### config.mk
export PLATFORM = sky130hd
export DESIGN_NAME = mmio_timer
export DESIGN_NICKNAME = d
export VERILOG_FILES = /design/src/rtl/mmio_timer.sv
export SDC_FILE = /design/constraint.sdc
export NUM_CORES = 1
export LEC_CHECK = 0
export BUFFER_PORTS_ARGS = -buffer_cell sky130_fd_sc_hd__buf_2
export CAP_MARGIN = 20
export CORE_MARGIN = 3
export CORE_UTILIZATION = 32
export CTS_CLUSTER_DIAMETER = 80
export DETAILED_ROUTE_END_ITERATION = 10
export PLACE_DENSITY = 0.55
export SETUP_SLACK_MARGIN = 0.1
export SLEW_MARGIN = 25
export SYNTH_ARGS = -nofsm -noshare
export SYNTH_HDL_FRONTEND = slang
export SYNTH_SLANG_ARGS = --single-unit
export TNS_END_PERCENT = 100
### constraint.sdc
create_clock -name clk -period 2.5 [get_ports clk]
set_clock_uncertainty 0.1 [all_clocks]
set_input_delay 0.5 -clock clk [delete_from_list [all_inputs] [get_ports clk]]
set_output_delay 0.5 -clock clk [all_outputs]
set_load 0.01 [all_outputs]
### src/rtl/mmio_timer.sv
// mmio_timer: memory-mapped prescaled 16-bit timer with compare match, auto-reload/one-shot and level irq
//
// Optional feature: define CAPTURE_EN to add the cap_in synchronizer, the CAPT register (offset 5)
// and STATUS.cap_flag; without it cap_in is ignored and offset 5 is unmapped.
//
// Ports:
//   clk            clock
//   rst_n          synchronous active-low reset
//   en             bus access strobe
//   write_enable   1=write, 0=read (qualified by en)
//   byte_enable    1=byte write
//   byte_select    byte lane for byte write: 0=[7:0], 1=[15:8]
//   addr           word address
//   data_in        write data
//   cap_in         asynchronous capture input
//   data_out       registered read data
//   serviced_read  one-cycle pulse when data_out was produced here
//   irq            registered level interrupt
module mmio_timer #(
    parameter logic [15:0] BASE_ADDR = 16'h7FF0
) (
    input  logic        clk,
    input  logic        rst_n,
    input  logic        en,
    input  logic        write_enable,
    input  logic        byte_enable,
    input  logic        byte_select,
    input  logic [15:0] addr,
    input  logic [15:0] data_in,
    input  logic        cap_in,
    output logic [15:0] data_out,
    output logic        serviced_read,
    output logic        irq
);
    logic        hit, wr, rd, lo, hi, mapped, tick, is_match, cap_rise;
    logic [2:0]  off;
    logic        run, autoreload, irq_en, match, cap_flag;
    logic [15:0] presc, pc, count, cmp, capt, rdata;

    // Merge write data into a register honouring the byte lanes
    function automatic logic [15:0] merge(input logic [15:0] old, input logic [15:0] d,
                                          input logic l, input logic h);
        return {h ? d[15:8] : old[15:8], l ? d[7:0] : old[7:0]};
    endfunction

    assign hit      = en && addr[15:3] == BASE_ADDR[15:3];
    assign off      = addr[2:0];
    assign wr       = hit && write_enable;
    assign rd       = hit && !write_enable;
    assign lo       = !byte_enable || !byte_select;
    assign hi       = !byte_enable || byte_select;
    assign tick     = run && pc == presc;
    assign is_match = count == cmp;

`ifdef CAPTURE_EN
    logic [2:0] cap_sync;
    assign mapped   = off <= 3'd5;
    // Two flops synchronize, the third holds the previous synchronized level for edge detection
    assign cap_rise = cap_sync[1] & ~cap_sync[2];
    always_ff @(posedge clk) begin
        if (!rst_n) begin
            cap_sync <= '0;
            capt     <= '0;
        end else begin
            cap_sync <= {cap_sync[1:0], cap_in};
            if (cap_rise) capt <= count;
        end
    end
`else
    logic unused_cap;
    assign unused_cap = cap_in;
    assign mapped     = off <= 3'd4;
    assign cap_rise   = 1'b0;
    assign capt       = '0;
`endif

    always_comb begin
        rdata = off == 3'd0 ? {13'b0, irq_en, autoreload, run} :
                off == 3'd1 ? presc :
                off == 3'd2 ? count :
                off == 3'd3 ? cmp :
                off == 3'd4 ? {14'b0, cap_flag, match} : capt;
    end

    always_ff @(posedge clk) begin
        if (!rst_n) begin
            run           <= 1'b0;
            autoreload    <= 1'b0;
            irq_en        <= 1'b0;
            match         <= 1'b0;
            cap_flag      <= 1'b0;
            presc         <= '0;
            pc            <= '0;
            count         <= '0;
            cmp           <= '0;
            data_out      <= '0;
            serviced_read <= 1'b0;
            irq           <= 1'b0;
        end else begin
            pc <= (!run || tick || (wr && off == 3'd1)) ? '0 : pc + 16'd1;
            // One-shot stop first so a same-cycle CTRL write overrides it
            if (tick && is_match && !autoreload) run <= 1'b0;
            if (wr && off == 3'd0 && lo) {irq_en, autoreload, run} <= data_in[2:0];
            if (wr && off == 3'd1) presc <= merge(presc, data_in, lo, hi);
            if (wr && off == 3'd3) cmp <= merge(cmp, data_in, lo, hi);
            if (wr && off == 3'd2) count <= merge(count, data_in, lo, hi);
            else if (tick) count <= is_match ? (autoreload ? '0 : count) : count + 16'd1;
            // W1C first; hardware sets below take precedence
            if (wr && off == 3'd4 && lo) begin
                if (data_in[0]) match <= 1'b0;
                if (data_in[1]) cap_flag <= 1'b0;
            end
            if (tick && is_match) match <= 1'b1;
            if (cap_rise) cap_flag <= 1'b1;
            irq           <= match & irq_en;
            serviced_read <= rd && mapped;
            if (rd && mapped) data_out <= rdata;
        end
    end
endmodule

==> impl_metrics.env <==
export IMPL_status="completed"
export IMPL_ant_nets=0
export IMPL_vias_per_cell=5.32
export IMPL_htreeDepth=3
export IMPL_ff_latch_area_um2=1720
export IMPL_die_height_um=126
export IMPL_p_leak_nw=2.23
export IMPL_io_pins=57
export IMPL_finalMaxSlewViolations=0
export IMPL_fillers=1417
export IMPL_drive_above_1_share=0.204
export IMPL_worstHoldStart="data_in[10]"
export IMPL_path_clk_slew_ns=0.06
export IMPL_maxSlewHeadroom=0.613
export IMPL_antenna_found_initial=0
export IMPL_worstSetupPathType="reg -> reg"
export IMPL_die_area_um2=16000
export IMPL_finalSetupViolations=0
export IMPL_dpl_instance_area_um2=5210
export IMPL_grt_pass1_wl_um=21900
export IMPL_async_flop_share=0
export IMPL_drc_errors=0
export IMPL_ys_ff_latch=86
export IMPL_grt_usage=0.172
export IMPL_synth_commonest_cells="91 x nand2_1, 86 x dfxtp_1, 65 x a21oi_1, 40 x xor2_1, 39 x nor2_1"
export IMPL_synth_top_family_by_area="simple AND/OR/NAND/NOR gates"
export IMPL_yosys_warnings=0
export IMPL_drt_total_wl_um=13700
export IMPL_setup_tns_ns=0
export IMPL_syn_nets=615
export IMPL_peakVddDrop_v=0.000349
export IMPL_crit_path_start_kind="register"
export IMPL_dp_cells=797
export IMPL_yosysMostFrequentCell="nand2_1"
export IMPL_synth_avg_cell_area_um2=8.09
export IMPL_synth_edf_count=0
export IMPL_vias=4328
export IMPL_cp_required_ns=2.66
export IMPL_layoutNonFillerInstCount=813
export IMPL_cp_end_kind="register"
export IMPL_globalplace_congestion=0.920
export IMPL_ff2ff_path_depth=7
export IMPL_synthMuxAreaShare=0.0515
export IMPL_num_rows=43
export IMPL_synthDominantCellAreaShare=0.371
export IMPL_path_max_fanout=4
export IMPL_cts_path_max_buffers=2
export IMPL_worstMarginPinSlew_ns=0.580
export IMPL_grt_pass1_vias=4196
export IMPL_fmax_ghz=0.453
export IMPL_r2r_start="count[12]"
export IMPL_clock_sinks=86
export IMPL_yosysUniqueCellTypes=48
export IMPL_cts_tree="yes"
export IMPL_clock_latency_ns=0.35
export IMPL_maxCapViolations=0
export IMPL_multi_input_area_um2=2690
export IMPL_synthTopCellsByArea="dfxtp_1 37%, xor2_1 7.5%, nand2_1 7.4%"
export IMPL_initial_utilization=0.331
export IMPL_finalHoldViolCount=0
export IMPL_rsz0062_at_grt="no"
export IMPL_synth_adder_area_share=0.00539
export IMPL_antenna_cells=0
export IMPL_fin_crit_sh=0.884
export IMPL_hold_path_end="cmp[10]"
export IMPL_grt_max_degree=43
export IMPL_powerDensity_nw_per_um2=518
export IMPL_worstReg2RegEnd="count[5]"
export IMPL_drt_iter0_drc=329
export IMPL_synth_compound_area_frac=0.176
export IMPL_post_route_min_period_ns=2.21
export IMPL_wl_per_cell_um=16.9
export IMPL_holdWs_ns=0.332
export IMPL_grt_ovfl_total=0
export IMPL_final_area_um2=5520
export IMPL_cts_root_buf="clkbuf_16"
export IMPL_port_buffers=55
export IMPL_worst_ep_arrival_time_ns=2.37
export IMPL_die_w_um=126
export IMPL_synth_xor_area_frac=0.0943
export IMPL_hold_class="in -> reg"
export IMPL_reg2reg_slack_ns=0.29
export IMPL_hold_depth=3
export IMPL_drtPass1Iterations=5
export IMPL_area_delta_synth_final_pct=19.0
export IMPL_fin_nets=670
export IMPL_synth_simple_area_share=0.250
export IMPL_synth_ff_type="dfxtp_1"
export IMPL_synth_seq_area_share=0.371
export IMPL_cts_made_buffers=9
export IMPL_syn_area_um2=4640
export IMPL_postCtsHoldBufs=0
export IMPL_syn_inst=574
export IMPL_core_area_um2=14000
export IMPL_dp_hpwl_um=10500
export IMPL_synth_top_area_cell="dfxtp_1"
## logic make-up after synthesis
family | after synthesis
compound gates | 126
fa+ha+maj | 2
simple gates | 238
buf+inv | 52
flops | 86
mux | 20
xor+xnor | 50
## layout by cell type, fill, tap and decap left out, drive strengths merged, types with 5 or more instances in the layout
master	netlist	layout
a22oi	18	18
dfxtp	86	86
clkbuf	27	10
nand2	91	91
o21ai	10	10
nor3	22	22
o31ai	12	12
a21oi	65	65
a31o	8	8
nand3	20	20
nand4	12	12
nor2	39	39
mux2i	7	7
inv	6	6
mux2	11	11
xor2	40	40
and4	5	5
nor4	12	12
buf	19	90
or3	7	7
and3	8	8
xnor2	10	10
## metrics by stage
stage               power, mW   util  setup WS [ns]
finish                   2.86  0.393          0.290
global placement         1.52  0.371          0.185
floorplan                1.45      -          0.268
CTS                      2.89  0.392          0.118
detailed placement       1.52  0.371          0.113
global route             2.95  0.393          0.166
## registers in the layout, summed over array words and instances, names as in the netlist, 16 cells and up
signal and flops:
cmp 16, count 16, data_out 16, pc 16, presc 16
## power by group
| part | switching (mW) | leakage [nW] | internal, mW |
|---|---|---|---|
| combinational | 0.0823 | 1.39 | 0.0422 |
| sequential | 0.00000253 | 0.692 | 1.37 |
| clock | 0.570 | 0.145 | 0.798 |
## worst max path at each step
stage / start / end / cells past startpoint
4_1_cts: count[15] / count[8] / 6
2_1_floorplan: addr[6] / count[0] / 9
6_report: count[12] / count[5] / 7
5_1_grt: presc[12] / count[5] / 8
3_5_place_dp: write_enable / count[8] / 7
3_3_place_gp: write_enable / count[10] / 7
## metal layers
layer  vias to the layer above  global-route usage  wire length [µm]
li1                       2146                   -                 -
met1                      2030               0.229              6170
met2                       127               0.282              6460
met5                         -                   0                 0
met3                        25              0.0307               782
met4                         0              0.0599               303
## final cells by class
| cell class | count | area share |
|---|---|---|
| Clock inverter | 5 | 0.0109 |
| Multi-Input combinational cell | 436 | 0.487 |
| Inverter | 6 | 0.00408 |
| Tap cell | 180 | 0.0408 |
| Timing Repair Buffer | 90 | 0.102 |
| Clock buffer | 10 | 0.0433 |
| Sequential cell | 86 | 0.312 |
## repair_timing
action	in CTS	in global routing
setup buffers	0	1
gates resized for setup	0	2
setup endpoints to repair	0	15
## critical path, cell delays in order, from the launching register on
cell       delay [ns]
dfxtp_1          0.41
xor2_1           0.25
nor4_1           0.10
and4_1           0.28
a2111oi_4        0.48
buf_4            0.19
a31oi_4          0.05
o31ai_2          0.25
(Power assumes the default switching activity.)
